### src/rtl/sdram_burst_write_if.sv
// Arbiter handshake, write-FIFO pop and SDRAM command/address/data signals of the burst writer.
interface sdram_burst_write_if;
    localparam int unsigned CMD_W  = 4;
    localparam int unsigned ADDR_W = 13;
    localparam int unsigned BA_W   = 2;
    localparam int unsigned DQ_W   = 16;
    localparam int unsigned BYTE_W = 8;

    logic              wr_trig;
    logic              wr_en;
    logic              ref_req;
    logic              wr_req;
    logic              flag_wr_end;
    logic [CMD_W-1:0]  wr_cmd;
    logic [ADDR_W-1:0] wr_addr;
    logic [BA_W-1:0]   bank_addr;
    logic [DQ_W-1:0]   wr_data;
    logic              wr_dq_oe;
    logic              wfifo_rd_en;
    logic [BYTE_W-1:0] wfifo_rd_data;

    modport master (
        input  wr_trig, wr_en, ref_req, wfifo_rd_data,
        output wr_req, flag_wr_end, wr_cmd, wr_addr, bank_addr, wr_data, wr_dq_oe, wfifo_rd_en
    );

    modport slave (
        output wr_trig, wr_en, ref_req, wfifo_rd_data,
        input  wr_req, flag_wr_end, wr_cmd, wr_addr, bank_addr, wr_data, wr_dq_oe, wfifo_rd_en
    );
endinterface

### src/rtl/sdram_burst_write.sv
// SDRAM burst-4 writer: fills bank 0 rows 0..LAST_ROW from a show-ahead byte FIFO,
// yielding the bus to refresh between bursts and precharging at every row end.
module sdram_burst_write #(
    parameter logic [12:0] LAST_ROW = 13'd0
) (
    input  logic                 sclk,
    input  logic                 s_rst,
    sdram_burst_write_if.master  bus
);
    localparam int unsigned ROW_W  = 13;
    localparam int unsigned COL_W  = 7;
    localparam int unsigned CNT_W  = 2;
    localparam int unsigned CMD_W  = 4;
    localparam int unsigned DQ_W   = 16;

    localparam logic [CMD_W-1:0] CMD_NOP   = 4'b0111;
    localparam logic [CMD_W-1:0] CMD_ACT   = 4'b0011;
    localparam logic [CMD_W-1:0] CMD_WRITE = 4'b0100;
    localparam logic [CMD_W-1:0] CMD_PRE   = 4'b0010;

    localparam logic [ROW_W-1:0] PRE_ALL_ADDR = 13'h0400;
    localparam logic [CNT_W-1:0] CNT_FIRST    = 2'd0;
    localparam logic [CNT_W-1:0] CNT_LAST     = 2'd3;
    localparam logic [COL_W-1:0] COL_LAST     = 7'd127;

    typedef enum logic [4:0] {
        IDLE = 5'b00001,
        REQ  = 5'b00010,
        ACT  = 5'b00100,
        WR   = 5'b01000,
        PRE  = 5'b10000
    } state_e;

    state_e            state_q, state_d;
    logic [CNT_W-1:0]  act_cnt_q, act_cnt_d;
    logic [CNT_W-1:0]  burst_cnt_q, burst_cnt_d;
    logic [CNT_W-1:0]  break_cnt_q, break_cnt_d;
    logic [COL_W-1:0]  col_cnt_q, col_cnt_d;
    logic [ROW_W-1:0]  row_addr_q, row_addr_d;
    logic              done_q, done_d;
    logic              ref_brk_q, ref_brk_d;
    logic [CMD_W-1:0]  cmd_q, cmd_d;
    logic [ROW_W-1:0]  addr_q, addr_d;
    logic [DQ_W-1:0]   data_q, data_d;
    logic              dq_oe_q, dq_oe_d;
    logic              flag_q, flag_d;

    // Next-state, counters and next registered bus values; the 2-bit phase counters wrap to 0 on exit.
    always_comb begin
        state_d     = state_q;
        act_cnt_d   = act_cnt_q;
        burst_cnt_d = burst_cnt_q;
        break_cnt_d = break_cnt_q;
        col_cnt_d   = col_cnt_q;
        row_addr_d  = row_addr_q;
        done_d      = done_q;
        ref_brk_d   = ref_brk_q;
        cmd_d       = CMD_NOP;
        addr_d      = addr_q;
        data_d      = {8'h00, bus.wfifo_rd_data};
        dq_oe_d     = 1'b0;
        flag_d      = 1'b0;

        unique case (state_q)
            IDLE: begin
                if (bus.wr_trig) begin
                    state_d    = REQ;
                    row_addr_d = '0;
                    col_cnt_d  = '0;
                    done_d     = 1'b0;
                    ref_brk_d  = 1'b0;
                end
            end
            REQ: begin
                if (bus.wr_en) begin
                    state_d = ACT;
                end
            end
            ACT: begin
                act_cnt_d = act_cnt_q + CNT_W'(1);
                if (act_cnt_q == CNT_FIRST) begin
                    cmd_d  = CMD_ACT;
                    addr_d = row_addr_q;
                end
                if (act_cnt_q == CNT_LAST) begin
                    state_d = WR;
                end
            end
            WR: begin
                dq_oe_d     = 1'b1;
                burst_cnt_d = burst_cnt_q + CNT_W'(1);
                if (burst_cnt_q == CNT_FIRST) begin
                    cmd_d  = CMD_WRITE;
                    addr_d = {4'b0000, col_cnt_q, 2'b00};
                end
                // Burst end: a started burst always completes before any break is taken.
                if (burst_cnt_q == CNT_LAST) begin
                    col_cnt_d = col_cnt_q + COL_W'(1);
                    if (col_cnt_q == COL_LAST) begin
                        row_addr_d = row_addr_q + ROW_W'(1);
                    end
                    if ((row_addr_q == LAST_ROW) && (col_cnt_q == COL_LAST)) begin
                        done_d  = 1'b1;
                        state_d = PRE;
                    end else if (bus.ref_req) begin
                        ref_brk_d = 1'b1;
                        state_d   = PRE;
                    end else if (col_cnt_q == COL_LAST) begin
                        state_d = PRE;
                    end
                end
            end
            PRE: begin
                break_cnt_d = break_cnt_q + CNT_W'(1);
                if (break_cnt_q == CNT_FIRST) begin
                    cmd_d  = CMD_PRE;
                    addr_d = PRE_ALL_ADDR;
                end
                if (break_cnt_q == CNT_LAST) begin
                    if (done_q) begin
                        state_d = IDLE;
                        flag_d  = 1'b1;
                    end else if (ref_brk_q) begin
                        state_d   = REQ;
                        ref_brk_d = 1'b0;
                        flag_d    = 1'b1;
                    end else begin
                        state_d = ACT;
                    end
                end
            end
            default: begin
                state_d = IDLE;
            end
        endcase
    end

    always_ff @(posedge sclk) begin
        if (s_rst) begin
            state_q     <= IDLE;
            act_cnt_q   <= '0;
            burst_cnt_q <= '0;
            break_cnt_q <= '0;
            col_cnt_q   <= '0;
            row_addr_q  <= '0;
            done_q      <= 1'b0;
            ref_brk_q   <= 1'b0;
            cmd_q       <= CMD_NOP;
            addr_q      <= '0;
            data_q      <= '0;
            dq_oe_q     <= 1'b0;
            flag_q      <= 1'b0;
        end else begin
            state_q     <= state_d;
            act_cnt_q   <= act_cnt_d;
            burst_cnt_q <= burst_cnt_d;
            break_cnt_q <= break_cnt_d;
            col_cnt_q   <= col_cnt_d;
            row_addr_q  <= row_addr_d;
            done_q      <= done_d;
            ref_brk_q   <= ref_brk_d;
            cmd_q       <= cmd_d;
            addr_q      <= addr_d;
            data_q      <= data_d;
            dq_oe_q     <= dq_oe_d;
            flag_q      <= flag_d;
        end
    end

    assign bus.wr_req      = (state_q == REQ);
    assign bus.wfifo_rd_en = (state_q == WR);
    assign bus.flag_wr_end = flag_q;
    assign bus.wr_cmd      = cmd_q;
    assign bus.wr_addr     = addr_q;
    assign bus.bank_addr   = 2'b00;
    assign bus.wr_data     = data_q;
    assign bus.wr_dq_oe    = dq_oe_q;
endmodule

### src/flat_wrapper.sv
// flat-port wrapper written by rule: the top's interface ports become plain ports
module sdram_burst_write_flat 
#(
    parameter logic [12:0] LAST_ROW = 13'd0
)
  (sclk, s_rst, bus_wr_trig, bus_wr_en, bus_ref_req, bus_wfifo_rd_data, bus_wr_req, bus_flag_wr_end, bus_wr_cmd, bus_wr_addr, bus_bank_addr, bus_wr_data, bus_wr_dq_oe, bus_wfifo_rd_en);
  sdram_burst_write_if bus_i ();
  input  logic sclk;
  input  logic s_rst;
  input wire logic [$bits(bus_i.wr_trig)-1:0] bus_wr_trig;
  input wire logic [$bits(bus_i.wr_en)-1:0] bus_wr_en;
  input wire logic [$bits(bus_i.ref_req)-1:0] bus_ref_req;
  input wire logic [$bits(bus_i.wfifo_rd_data)-1:0] bus_wfifo_rd_data;
  output wire logic [$bits(bus_i.wr_req)-1:0] bus_wr_req;
  output wire logic [$bits(bus_i.flag_wr_end)-1:0] bus_flag_wr_end;
  output wire logic [$bits(bus_i.wr_cmd)-1:0] bus_wr_cmd;
  output wire logic [$bits(bus_i.wr_addr)-1:0] bus_wr_addr;
  output wire logic [$bits(bus_i.bank_addr)-1:0] bus_bank_addr;
  output wire logic [$bits(bus_i.wr_data)-1:0] bus_wr_data;
  output wire logic [$bits(bus_i.wr_dq_oe)-1:0] bus_wr_dq_oe;
  output wire logic [$bits(bus_i.wfifo_rd_en)-1:0] bus_wfifo_rd_en;
  assign bus_i.wr_trig = bus_wr_trig;
  assign bus_i.wr_en = bus_wr_en;
  assign bus_i.ref_req = bus_ref_req;
  assign bus_i.wfifo_rd_data = bus_wfifo_rd_data;
  assign bus_wr_req = bus_i.wr_req;
  assign bus_flag_wr_end = bus_i.flag_wr_end;
  assign bus_wr_cmd = bus_i.wr_cmd;
  assign bus_wr_addr = bus_i.wr_addr;
  assign bus_bank_addr = bus_i.bank_addr;
  assign bus_wr_data = bus_i.wr_data;
  assign bus_wr_dq_oe = bus_i.wr_dq_oe;
  assign bus_wfifo_rd_en = bus_i.wfifo_rd_en;
  sdram_burst_write #(.LAST_ROW(LAST_ROW)) u_core (.sclk(sclk), .s_rst(s_rst), .bus(bus_i));
endmodule
### config.mk
export PLATFORM = sky130hd
export DESIGN_NAME = sdram_burst_write_flat
export DESIGN_NICKNAME = d
export VERILOG_FILES = /design/src/rtl/sdram_burst_write_if.sv /design/src/rtl/sdram_burst_write.sv /design/src/flat_wrapper.sv
export SDC_FILE = /design/constraint.sdc
export NUM_CORES = 1
export LEC_CHECK = 0
export ABC_AREA = 1
export CAP_MARGIN = 20
export CORE_UTILIZATION = 32
export DETAILED_ROUTE_END_ITERATION = 8
export PLACE_DENSITY_LB_ADDON = 0.1
export SLEW_MARGIN = 20
export SYNTH_ARGS = -nofsm -noshare
export SYNTH_HDL_FRONTEND = slang
export SYNTH_SLANG_ARGS = --single-unit
### constraint.sdc
create_clock -name sclk -period 1.7 [get_ports sclk]
set_input_delay 0.425 -clock sclk [delete_from_list [all_inputs] [get_ports sclk]]
set_output_delay 0.425 -clock sclk [all_outputs]
set_load 0.1 [all_outputs]
==> impl_metrics.py, run 1 <==
metrics = {
    "run_status": {
        "status": "complete, but fails checks",
        "violations": "negative setup slack",
    },
    "clock_network": {
        "cts_buffers": 9,
        "cts_tree": "built",
        "cts_root_buffer": "clkbuf_8",
        "clock_latency_ps": 350,
        "h-tree-depth": 3,
        "clk_path_buf_depth": 2,
        "clkTransAtPathRegs_ps": 70,
        "cts_sinks": 59,
    },
    "cells_and_area": {
        "antenna_cells": 0,
        "nets": 543,
        "final_common_cell": "nand2_1",
        "final_cell_mix": "nand2_1 (74), nor2_1 (67), dfxtp_1 (55)",
        "synthToLayoutAreaGrowth_pct": 47.1,
        "design_area_um2": 4530,
        "drive_above_1_share_pct": 29.1,
    },
    "die": {
        "die_w_um": 100,
        "initial_core_util_pct": 33.2,
        "dieHeight_um": 100,
        "boundaryPins": 52,
        "core_um2": 9280,
        "die_area_um2": 10000,
        "rows": 35,
    },
    "global_route": {
        "track_usage_pct": 17.4,
        "grt_overflow_total": 0,
        "grt_pass1_vias": 2869,
        "grt_pass1_wl_um": 13600,
        "grt_max_degree": 22,
        "antenna_found_initial": 0,
    },
    "logic_synthesis": {
        "muxShareOfSynthArea_pct": 0,
        "syn-cell-area_um2": 3080,
        "yosysSeqAreaShare_pct": 38.4,
        "synth-simple-area-share_pct": 33.1,
        "synth_cell_type_count": 33,
        "ys_ff_latch": 59,
        "avgSynthCellArea_um2": 7.08,
        "synth_top_family_by_area": "simple AND/OR/NAND/NOR gates",
        "yosys.area_share.adder_pct": 3.66,
        "synth_xor_area_share_pct": 1.14,
        "netlist_instances": 435,
        "synth_compound_area_share_pct": 10.6,
        "yosys.area.top_type_share_pct": 38.4,
        "yosys-top-cells-area": "dfxtp_1 (38%), nand2_1 (9.9%), nor2_1 (8.4%), inv_1 (6.3%), nand3_1 (5.5%)",
        "yosys.area.top_type": "dfxtp_1",
        "yosysWarningCount": 0,
    },
    "critical_path": {
        "reg2reg_depth": 11,
        "critical_path_peak_fanout": 3,
        "arrival_ps": 1320,
        "worstSetupPathType": "flop to output pin",
        "r2r_end": "u_core.row_addr_q[7]",
        "cp.required_ps": 1270,
        "worstReg2RegStart": "u_core.state_q[3]",
        "reg2reg_slack_ps": 20,
        "crit_path_end_kind": "output pin",
        "start_kind": "flop",
    },
    "timing": {
        "timing.final.crit_share_pct": 103,
        "worst_slack_ps": -46.3,
        "hold_violations": 0,
        "holdWs_ps": 480,
        "finalClockSkew_ps": 10.6,
        "rsz0062_at_grt": "true",
        "setup_viol": 1,
        "finalMaxSlewViolations": 0,
        "max_freq_ghz": 0.573,
        "finalCriticalPeriod_ps": 1750,
    },
    "route": {
        "drt-total-wl_um": 8170,
        "drt_pass1_iterations": 4,
        "vias": 2972,
        "drtAntennaViolNets": 0,
        "avgViaCountPerCell": 4.54,
        "drc": 0,
        "wl_per_cell_um": 12.5,
        "drtIter0Drc": 102,
    },
    "min_path": {
        "min_from": "u_core.col_cnt_q[6]",
        "hold_end": "u_core.col_cnt_q[6]",
        "hp-class": "flop to flop",
        "hold_depth": 2,
    },
    "pwr": {
        "p_per_area_nw_per_um2": 1490,
        "leakagePower_uw": 0.00191,
        "peakVddDrop_uv": 736,
        "power_uw": 6740,
    },
    "job": {
        "drv_cap": 0,
    },
    "placed_design": {
        "dpl.hpwl_um": 6000,
        "port_buffers": 40,
        "placed_area_um2": 4070,
        "gp_congestion": 0.855,
    },
}
-- flip-flops by register name (all words and copies together) (netlist names) --
signal,flops
u_core.ref_brk_q,1
u_core.state_q,5
u_core.act_cnt_q,2
u_core.burst_cnt_q,2
u_core.row_addr_q,13
u_core.bus.wr_addr,13
u_core.bus.wr_cmd,3
u_core.bus.flag_wr_end,1
u_core.break_cnt_q,2
u_core.done_q,1
u_core.bus.wr_dq_oe,1
u_core.bus.wr_data,8
u_core.col_cnt_q,7
-- Yosys cell counts, drive strengths merged --
library cell	count
nand2	94
nor2	75
inv	60
dfxtp	59
nand3	38
a21oi	32
buf	21
o21ai	16
ha	9
nand4	8
nor3	5
o22ai	5
clkbuf	4
xor2	4
a21boi	1
a22o	1
conb	1
nor3b	1
o31ai	1
-- final cells by class --
type	instances	area [um^2]
clock buffers	11	141
clock inverters	5	52.6
fillers	939	4750
inverters	60	243
multi-input cells	302	1640
flip-flops and latches	59	1190
well taps	129	161
repair buffers	89	1100
-- where the power goes --
group          total, uW  switching, uW  internal, uW
combinational       3730           2250          1480
clock               1290            581           709
sequential          1720            167          1560
-- worst max-delay path by stage --
stage                      start              endpoint  cells past startpoint
6_report       u_core.state_q[3]       bus_wfifo_rd_en                      6
5_1_grt        u_core.state_q[3]       bus_wfifo_rd_en                      6
4_1_cts        u_core.state_q[3]       bus_wfifo_rd_en                      6
3_5_place_dp         bus_wr_trig  u_core.row_addr_q[1]                      8
3_3_place_gp         bus_wr_trig  u_core.row_addr_q[5]                      8
2_1_floorplan  u_core.state_q[1]            bus_wr_req                      4
-- metal layers --
metal  vias up  part of all wire [%]  global-route usage [%]
met4         0                   2.4                    7.80
met1      1362                    48                    22.8
met2        70                    44                    27.9
met3        16                   4.9                    3.48
met5         -                     0                       0
li1       1524                     -                       -
-- critical path, cell delays in order (launching register included) --
cell      delay, ps
dfxtp_4         380
inv_4            40
nor2_4          110
nand3_2         100
buf_12          150
clkinv_8         40
buf_12          160
-- per-stage QoR --
step	setup slack, ps	util (%)	setup TNS, ps	std cells
4_1_cts	-89.7	47.2	-626	649
2_1_floorplan	20.2	-	0	445
3_3_place_gp	-153	43.8	-2670	625
5_1_grt	-93.4	48.8	-835	655
3_5_place_dp	-181	43.8	-3380	625
6_report	-46.3	48.8	-46.3	655
-- kinds of logic after synthesis --
| kind of cell | count (synthesis) |
|---|---|
| flops | 59 |
| simple gates | 221 |
| xor+xnor | 4 |
| fa+ha+maj | 9 |
| buf+inv | 85 |
| other cells | 1 |
| compound gates | 56 |
-- timing repair --
action | CTS | global route
hold buffers | 0 | 0
setup buffers | 8 | 5
resized for setup | 20 | 26
gates cloned | 0 | 1
setup endpoints to repair | 3 | 37
pin swaps | 2 | 10
Note: power is estimated with default switching activity, not from simulation.
==> run 2: changes to the inputs <==
--- a/config.mk
+++ b/config.mk
@@ -5,8 +5,8 @@
 export SDC_FILE = /design/constraint.sdc
 export NUM_CORES = 1
 export LEC_CHECK = 0
-export ABC_AREA = 1
 export CAP_MARGIN = 20
+export CORE_ASPECT_RATIO = 0.9
 export CORE_UTILIZATION = 32
 export DETAILED_ROUTE_END_ITERATION = 8
 export PLACE_DENSITY_LB_ADDON = 0.1
==> run 2 against run 1 <==
  * The run still ends with negative setup slack left
  * Largest power group unchanged
  * Largest cell class unchanged
  * Utilization grew 5.8 points
  * Via count down 8.2%
  * Sequential share of layout area down 1.2 points
  * Critical path depth grew 2
  * Register-to-register slack got worse by 160 ps
==> impl_metrics.py, run 2 <==
metrics = {
    "clock_network": {
        "clkTransAtPathRegs_ps": 70,
        "cts_sinks": 59,
        "cts_tree": "built",
        "clock_latency_ps": 340,
        "h-tree-depth": 3,
        "cts_root_buffer": "clkbuf_8",
        "clk_path_buf_depth": 2,
        "cts_buffers": 9,
        "postCtsHoldBufs": 0,
    },
    "cells_and_area": {
        "seq_area_um2": 1190,
        "final_cell_mix": "buf_4 (67), dfxtp_1 (54), nor2_1 (29), buf_12 (29), nand3_1 (15)",
        "antenna_cells": 0,
        "multiInputGateArea_um2": 1790,
        "final_common_cell": "buf_4",
        "final_cells": 560,
        "drive_above_1_share_pct": 40.8,
        "design_area_um2": 4740,
        "synthToLayoutAreaGrowth_pct": 63.8,
        "nFillCells": 784,
        "nets": 458,
    },
    "die": {
        "rows": 32,
        "dieHeight_um": 92.2,
        "core_um2": 8690,
        "boundaryPins": 52,
        "initial_core_util_pct": 33.3,
        "die_area_um2": 9430,
        "die_w_um": 102,
    },
    "global_route": {
        "track_usage_pct": 19.0,
        "grt_pass1_wl_um": 13500,
        "grt_pass1_vias": 2608,
        "grt_max_degree": 20,
        "antenna_found_initial": 0,
        "grt_overflow_total": 0,
    },
    "timing": {
        "holdWs_ps": 484,
        "hold_violations": 0,
        "worst_slack_ps": -141,
        "finalCriticalPeriod_ps": 1840,
        "finalClockSkew_ps": 8.49,
        "finalMaxSlewViolations": 0,
        "timing.final.crit_share_pct": 108,
        "relSlewSlack_pct": 65.3,
        "rsz0062_at_grt": "true",
        "max_freq_ghz": 0.543,
        "worstMarginPinSlew_ps": 521,
        "setup_viol": 33,
    },
    "run_status": {
        "status": "complete, but fails checks",
        "violations": "negative setup slack",
    },
    "critical_path": {
        "arrival_ps": 2060,
        "start_kind": "flop",
        "crit_path_end_kind": "flop",
        "worstSetupPathType": "flop to flop",
        "critical_path_peak_fanout": 7,
        "cp.required_ps": 1920,
    },
    "placed_design": {
        "gp_congestion": 0.817,
        "dpl_worst_slack_ps": -309,
        "place_inst": 526,
        "dpl.hpwl_um": 5750,
        "placed_area_um2": 4070,
        "port_buffers": 40,
    },
    "route": {
        "drtAntennaViolNets": 0,
        "drt-total-wl_um": 8240,
        "vias": 2728,
        "drc": 0,
        "drtIter0Drc": 119,
        "drt_pass1_iterations": 4,
        "wl_per_cell_um": 14.7,
        "avgViaCountPerCell": 4.87,
    },
    "logic_synthesis": {
        "netlist_instances": 327,
        "yosysSeqAreaShare_pct": 40.8,
        "synth_commonest_cells": "dfxtp_1 (59), nor2_1 (38), nand3_1 (16), a21oi_1 (14), buf_4 (13)",
        "synth_cell_type_count": 56,
        "avgSynthCellArea_um2": 8.85,
        "synth_top_flop_cell": "dfxtp_1",
        "ys_ff_latch": 59,
        "async_reset_ff_share_pct": 0,
        "yosys.area.top_type": "dfxtp_1",
        "yosys-top-cells-area": "dfxtp_1 (41%), nor2_1 (4.9%), ha_1 (3.9%), buf_4 (3.4%), nand3_1 (2.8%)",
        "synth_edf_count": 0,
        "synth_most_common_cell": "dfxtp_1",
        "yosys.area.top_type_share_pct": 40.8,
        "yosysWarningCount": 0,
        "syn-cell-area_um2": 2900,
    },
    "pwr": {
        "p_per_area_nw_per_um2": 1100,
        "leakagePower_uw": 0.00186,
        "peakVddDrop_uv": 574,
    },
    "job": {
        "drv_cap": 0,
    },
    "min_path": {
        "hp-class": "flop to flop",
    },
}
-- run 2: final cells by class --
class	instances	share of cell area, %
Multi-Input combinational cell	237	37.8
Timing Repair Buffer	118	28.8
Sequential cell	59	25.1
Tap cell	119	3.14
Clock buffer	12	3.06
Clock inverter	4	1.06
Inverter	11	1.00
-- run 2: worst max-delay path: stages (launching register included) --
cell	delay, ps
dfxtp_4	370
buf_6	110
nand2b_4	50
or4_4	480
buf_6	150
and2_4	190
buf_6	140
a22oi_2	150
a211oi_2	80
-- run 2: kinds of logic after synthesis --
family | after synthesis | synth area share, %
buffers and inverters | 41 | 7.56
AND/OR/NAND/NOR | 125 | 23.0
adder cells (fa/ha/maj) | 9 | 3.89
flip-flops | 59 | 40.8
other | 1 | 0.130
XOR/XNOR | 13 | 3.93
AO/OA/AOI/OAI | 73 | 18.6
multiplexers | 6 | 2.12
-- run 2: final timing paths --
path / start / endpoint / slack [ps] / cells after the start
worst max-delay path: u_core.state_q[4] / u_core.bus.wr_addr[7] / -140 / 8
worst min-delay path: u_core.burst_cnt_q[1] / u_core.burst_cnt_q[1] / 480 / 2
worst max register to register: u_core.state_q[4] / u_core.bus.wr_addr[7] / -140 / 8
worst min register to register: u_core.burst_cnt_q[1] / u_core.burst_cnt_q[1] / 480 / 2
-- run 2: report_power, final --
group,internal [uW],switching [uW]
logic,1040,1250
registers,1490,125
clock network,716,577
-- run 2: per-layer routing --
| layer | share of wire (%) | up-vias | GRT usage [%] |
|---|---|---|---|
| li1 | - | 1362 | - |
| met1 | 47 | 1288 | 26.5 |
| met2 | 45 | 71 | 28.5 |
| met3 | 6.8 | 7 | 4.42 |
| met4 | 0.97 | 0 | 6.43 |
| met5 | 0 | - | 0 |
-- run 2: repair_timing --
item	in CTS	in global routing
setup buffers	12	3
endpoints found under the hold margin	0	0
gates cloned	3	0
resized for setup	49	21
setup endpoints to repair	37	43
pin swaps	18	4
-- run 2: through the flow --
| stage | util [%] | total power, uW | setup TNS [ps] |
|---|---|---|---|
| 6_report | 54.6 | 5200 | -2290 |
| 2_1_floorplan | - | 2870 | -95.5 |
| 3_5_place_dp | 46.9 | 3580 | -6650 |
| 5_1_grt | 54.6 | 5420 | -5230 |
| 3_3_place_gp | 46.9 | 3570 | -5690 |
| 4_1_cts | 53.1 | 5130 | -1630 |
==> run 3: changes to the inputs <==
--- a/config.mk
+++ b/config.mk
@@ -10,7 +10,7 @@
 export CORE_UTILIZATION = 32
 export DETAILED_ROUTE_END_ITERATION = 8
 export PLACE_DENSITY_LB_ADDON = 0.1
-export SLEW_MARGIN = 20
+export SLEW_MARGIN = 5
 export SYNTH_ARGS = -nofsm -noshare
 export SYNTH_HDL_FRONTEND = slang
 export SYNTH_SLANG_ARGS = --single-unit
==> results of run 3 <==
Same layout as run 2: the final DEF is identical, and so are final timing and power.
==> RTL change 1 (flow settings as in run 2) <==
The 5 states of `state_e` get a Gray code encoding in 3 bits.
--- a/src/rtl/sdram_burst_write.sv
+++ b/src/rtl/sdram_burst_write.sv
@@ -23,12 +23,12 @@
     localparam logic [CNT_W-1:0] CNT_LAST     = 2'd3;
     localparam logic [COL_W-1:0] COL_LAST     = 7'd127;
 
-    typedef enum logic [4:0] {
-        IDLE = 5'b00001,
-        REQ  = 5'b00010,
-        ACT  = 5'b00100,
-        WR   = 5'b01000,
-        PRE  = 5'b10000
+    typedef enum logic [2:0] {
+        IDLE = 3'b000,
+        REQ  = 3'b001,
+        ACT  = 3'b011,
+        WR   = 3'b010,
+        PRE  = 3'b110
     } state_e;
 
     state_e            state_q, state_d;
Function: no difference found for any inputs over 10 cycles, from zero or initial values and one cycle with s_rst high; not proved beyond that.
==> RTL change 1 against run 2 <==
The run still ends with setup timing left. Maximum frequency fell by 4.2%. Sequential cell count decreased by 2. Via count is 0.48% lower. Worst setup slack worse by 0.081 ns. Power decreased by 15%. Global-route usage is essentially flat. Wire length increased by 0.38%. Area after synthesis is 3.9% lower. Die area shrank 3.8%. Final cell count is 3.8% lower. Register-to-register slack lost 0.05 ns. Utilization decreased by 0.44 points. Count of clock-buffer cells in the layout unchanged. Design area down 6.1%. Highest routed layer unchanged.
==> RTL change 1: results (changes against run 2) <==
The number of post-CTS setup repair buffers came out at 11 (was 12). The final setup violation count came out at 14 (was 33). The clock network contribution to total cell area is 0.0438 (was 0.0412). The met2 routing resource usage after global routing is 0.295 (was 0.285).

The combinational cell power came out at 0.00165 W (was 0.00229 W). The worst clock skew came to 0.00716 ns (was 0.00849 ns). The number of global-route vias before repair came out at 2602 (was 2608).

The global-route total usage across every layer was 0.190 (about the same). The count of mapped cells out of synthesis is 324 (was 327). The met1 layer usage reported by global route is 0.255 (was 0.265). The number of DRC violations after detailed-routing iteration 0 is 148 (was 119).

The final layout net count came out at 442 (was 458). The synthesis-to-layout area growth is 60.0% (was 63.8%). The capture endpoint of the worst hold path is u_core.break_cnt_q[1]$_SDFFE_PP0P_ (was u_core.burst_cnt_q[1]$_SDFFE_PP0P_). Status: finished with violations (unchanged). The startpoint of the most critical setup path is u_core.state_q[2]$_SDFFE_PP0P_ (was u_core.state_q[4]$_SDFFE_PP0P_).

The final critical-path setup slack came out at -0.223 ns (was -0.141 ns). The met1 layer wirelength in the final routing is 3980 um (was 3870 um). The aggregate negative setup slack was -1.30 ns (was -2.29 ns). The fraction of layout instances using a drive strength above 1 is 0.330 (was 0.408). The terminus of the critical flop-to-flop path is u_core.row_addr_q[11]$_SDFFE_PP0P_ (was u_core.bus.wr_addr[7]$_SDFFE_PP0P_). The unique cell type count in the Yosys netlist is 48 (was 56). The global placement routability congestion was 0.872 (was 0.817).

The cell count after placement was 509 (was 526). The sum of internal, switching and leakage power came out at 0.00442 W (was 0.00520 W). The number of standard cells in the layout, taps in and fillers out came out at 539 (was 560). The hold path startpoint is u_core.break_cnt_q[1]$_SDFFE_PP0P_ (was u_core.burst_cnt_q[1]$_SDFFE_PP0P_). The post-synthesis sequential area ratio is 0.410 (was 0.408). The multiplexer share of the synthesized area came out at 0.0337 (was 0.0212). The post-synthesis sequential element count is 57 (was 59).

The area fraction in compound gates after synthesis was 0.184 (was 0.186). The sequential fraction of design power is 0.335 (was 0.310). The total area of multi-input combinational cells was 0.00162 mm^2 (was 0.00179 mm^2). The largest fanout on the critical path was 2 (was 7).

The count of instances resized after the clock tree is built came out at 29 (was 49). The layout filler cell count came out at 749 (was 784). Ranking of synthesized cells by instance count: sky130_fd_sc_hd__dfxtp_1, sky130_fd_sc_hd__nand2_1, sky130_fd_sc_hd__a21oi_1 (was sky130_fd_sc_hd__dfxtp_1, sky130_fd_sc_hd__nor2_1, sky130_fd_sc_hd__nand3_1). The static leakage is 1.71 nW (was 1.86 nW). The met3 track demand over resource in global routing came out at 0.0534 (was 0.0442). Violations in the final reports: setup timing (unchanged). The share of synthesized cell area in full adder, half adder and majority cells came out at 0.0405 (was 0.0389). The worst hold margin came to 0.474 ns (was 0.484 ns).
## RTL change 1: cell count changes in the layout (fill, tap and decap cells not counted), moves of 5 or more
cell                       delta
sky130_fd_sc_hd__nand2_1     +20
sky130_fd_sc_hd__a22oi_1      +5
sky130_fd_sc_hd__a21oi_1     +17
sky130_fd_sc_hd__xor2_1       -5
sky130_fd_sc_hd__nor2_4       -5
sky130_fd_sc_hd__a2111o_1     +7
sky130_fd_sc_hd__a22oi_2      -6
sky130_fd_sc_hd__buf_4       -17
sky130_fd_sc_hd__nor2_1      -14
sky130_fd_sc_hd__a21oi_2      -6
sky130_fd_sc_hd__nand4_1     +10
sky130_fd_sc_hd__nand2b_4     -6
## RTL change 1: critical path, cell delays in order, from the launching register on
cell and delay [ns]:
sky130_fd_sc_hd__dfxtp_2 0.33, sky130_fd_sc_hd__buf_6 0.11, sky130_fd_sc_hd__or3b_4 0.38, sky130_fd_sc_hd__inv_4 0.07, sky130_fd_sc_hd__buf_12 0.10, sky130_fd_sc_hd__buf_12 0.16
==> RTL change 2 (settings of run 2) <==
Without the edit above. Reset style: asynchronous (`s_rst`), changed in one clocked block.
--- a/src/rtl/sdram_burst_write.sv
+++ b/src/rtl/sdram_burst_write.sv
@@ -135,7 +135,7 @@
         endcase
     end
 
-    always_ff @(posedge sclk) begin
+    always_ff @(posedge sclk or posedge s_rst) begin
         if (s_rst) begin
             state_q     <= IDLE;
             act_cnt_q   <= '0;
Function: differs if s_rst is asserted again (counterexample within 4 cycles, from zero or initial values and one cycle with s_rst high); with s_rst held inactive, the same outputs for 10 cycles.
==> RTL change 2 against run 2 <==
The flow finishes with violations (DRC, setup timing). Area after synthesis grew 3.1%. Wire length shrank 2.1%. Sequential cell count is the same. Power grew 18%. Worst hold slack gained 0.028 ns. Design area shrank 1.3%. Worst setup slack lost 0.090 ns. Critical endpoint is now u_core.row_addr_q[8]$_DFFE_PP0P_. Largest power group unchanged.
==> RTL change 2: results (changes against run 2) <==
Status: finished with violations (unchanged). Violations in the final reports: DRC, setup timing (was setup timing). The layout filler cell count came to 838 (was 784). The total via count in the routed design is 2654 (was 2728). The number of global-route vias before repair is 2530 (was 2608). The wire length of the first global-routing pass is 13300 um (was 13500 um). The count of non-CTS buffers in the layout is 107 (was 118).

The share of async-settable or async-resettable flops after synthesis came out at 1.00 (was 0). The number of DRC violations after detailed-routing iteration 0 is 150 (was 119). The global placement routability congestion is 0.880 (was 0.817). The DRC violation count after routing came out at 2 (was 0).

The static leakage came to 1.95 nW (was 1.86 nW). Main area contributors after synthesis: sky130_fd_sc_hd__dfrtp_1, sky130_fd_sc_hd__nand2_1, sky130_fd_sc_hd__ha_1 (was sky130_fd_sc_hd__dfxtp_1, sky130_fd_sc_hd__nor2_1, sky130_fd_sc_hd__ha_1). The global-route total usage across every layer was 0.178 (was 0.190). The final critical-path setup slack is -0.232 ns (was -0.141 ns). The clock network contribution to total cell area came out at 0.0414 (was 0.0412). The type of the most critical hold path is in -> async (was reg -> reg). The worst clock skew was 0.00730 ns (was 0.00849 ns). The highest-delay cell along the critical path is sky130_fd_sc_hd__dfrtp_2 (was sky130_fd_sc_hd__or4_4). The largest net degree at the start of global routing was 60 (was 20). The placement-stage cell area came out at 0.00414 mm^2 (was 0.00407 mm^2).

The count of sequential standard cells came out at 59 (unchanged). The internal power summed over all cells came out at 0.00375 W (was 0.00325 W). The post-layout utilization of the core came to 0.515 (was 0.546). The non-clock inverter instance count of the final layout came out at 13 (was 11).

The total area of multi-input combinational cells was 0.00153 mm^2 (was 0.00179 mm^2). The maximum vdd drop is 0.466 mV (was 0.574 mV). The signal arrival time at the worst endpoint came out at 2.20 ns (was 2.06 ns). The worst hold margin was 0.512 ns (was 0.484 ns). The detailed-route wire length per cell came to 15.1 um (was 14.7 um). The cell count after placement is 497 (was 526).

The biggest cell delay along the critical path is 0.46 ns (was 0.48 ns). The post-synthesis sequential area ratio came out at 0.496 (was 0.408). The count of mapped cells out of synthesis is 302 (was 327). The logic depth of the worst register-to-register path came out at 6 (was 8). The terminus of the critical flop-to-flop path is u_core.row_addr_q[8]$_DFFE_PP0P_ (was u_core.bus.wr_addr[7]$_SDFFE_PP0P_). The worst slack after detailed placement came to -0.410 ns (was -0.309 ns). The final setup violation count came out at 27 (was 33).

The unique cell type count in the Yosys netlist is 58 (was 56). The data-path buffer share of cell area in the final layout was 0.270 (was 0.288).
==> RTL change 2: changes by cell type after synthesis, moves of 8 or more <==
cell	change
sky130_fd_sc_hd__o21ai_0	+9
sky130_fd_sc_hd__nand2_1	+28
sky130_fd_sc_hd__nor2_1	-24
sky130_fd_sc_hd__nor2b_1	-11
sky130_fd_sc_hd__nand2b_1	-8
sky130_fd_sc_hd__dfxtp_1	-59
sky130_fd_sc_hd__a211oi_1	-9
sky130_fd_sc_hd__dfrtp_1	+55
sky130_fd_sc_hd__o21ai_1	+14
==> RTL change 2: power groups by stage <==
stage	registers, W	clock network (W)	logic, W
after CTS	0.00172	0.00130	0.00280
after floorplan	0.00198	0	0.00133
after global placement	0.00173	0	0.00254
final	0.00173	0.00126	0.00313
after detailed placement	0.00173	0	0.00257
after global routing	0.00175	0.00137	0.00333
==> RTL change 2: tightest hold or removal path, stage by stage <==
cell	delay, ns
sky130_fd_sc_hd__clkdlybuf4s50_1	0.44
sky130_fd_sc_hd__clkinvlp_4	0.10
sky130_fd_sc_hd__buf_12	0.28
==> RTL change 2: layer usage <==
metal	up-vias	share of wire	track usage
li1	1273	-	-
met2	85	0.44	0.251
met1	1280	0.48	0.258
met3	16	0.055	0.0307
met5	-	0	0
met4	0	0.024	0.0952
==> RTL change 2: repair_timing <==
item	4_1_cts	5_1_grt
resized for setup	23	29
pin swaps	10	19
setup endpoints to repair	28	41
gates cloned	1	0
setup buffers	10	12
==> RTL change 2: logic make-up after synthesis <==
kind of cell	share of synthesized area
simple gates	0.190
compound gates	0.181
flops	0.496
buf+inv	0.0658
fa+ha+maj	0.0377
xor+xnor	0.0205
mux	0.00755
other cells	0.00126
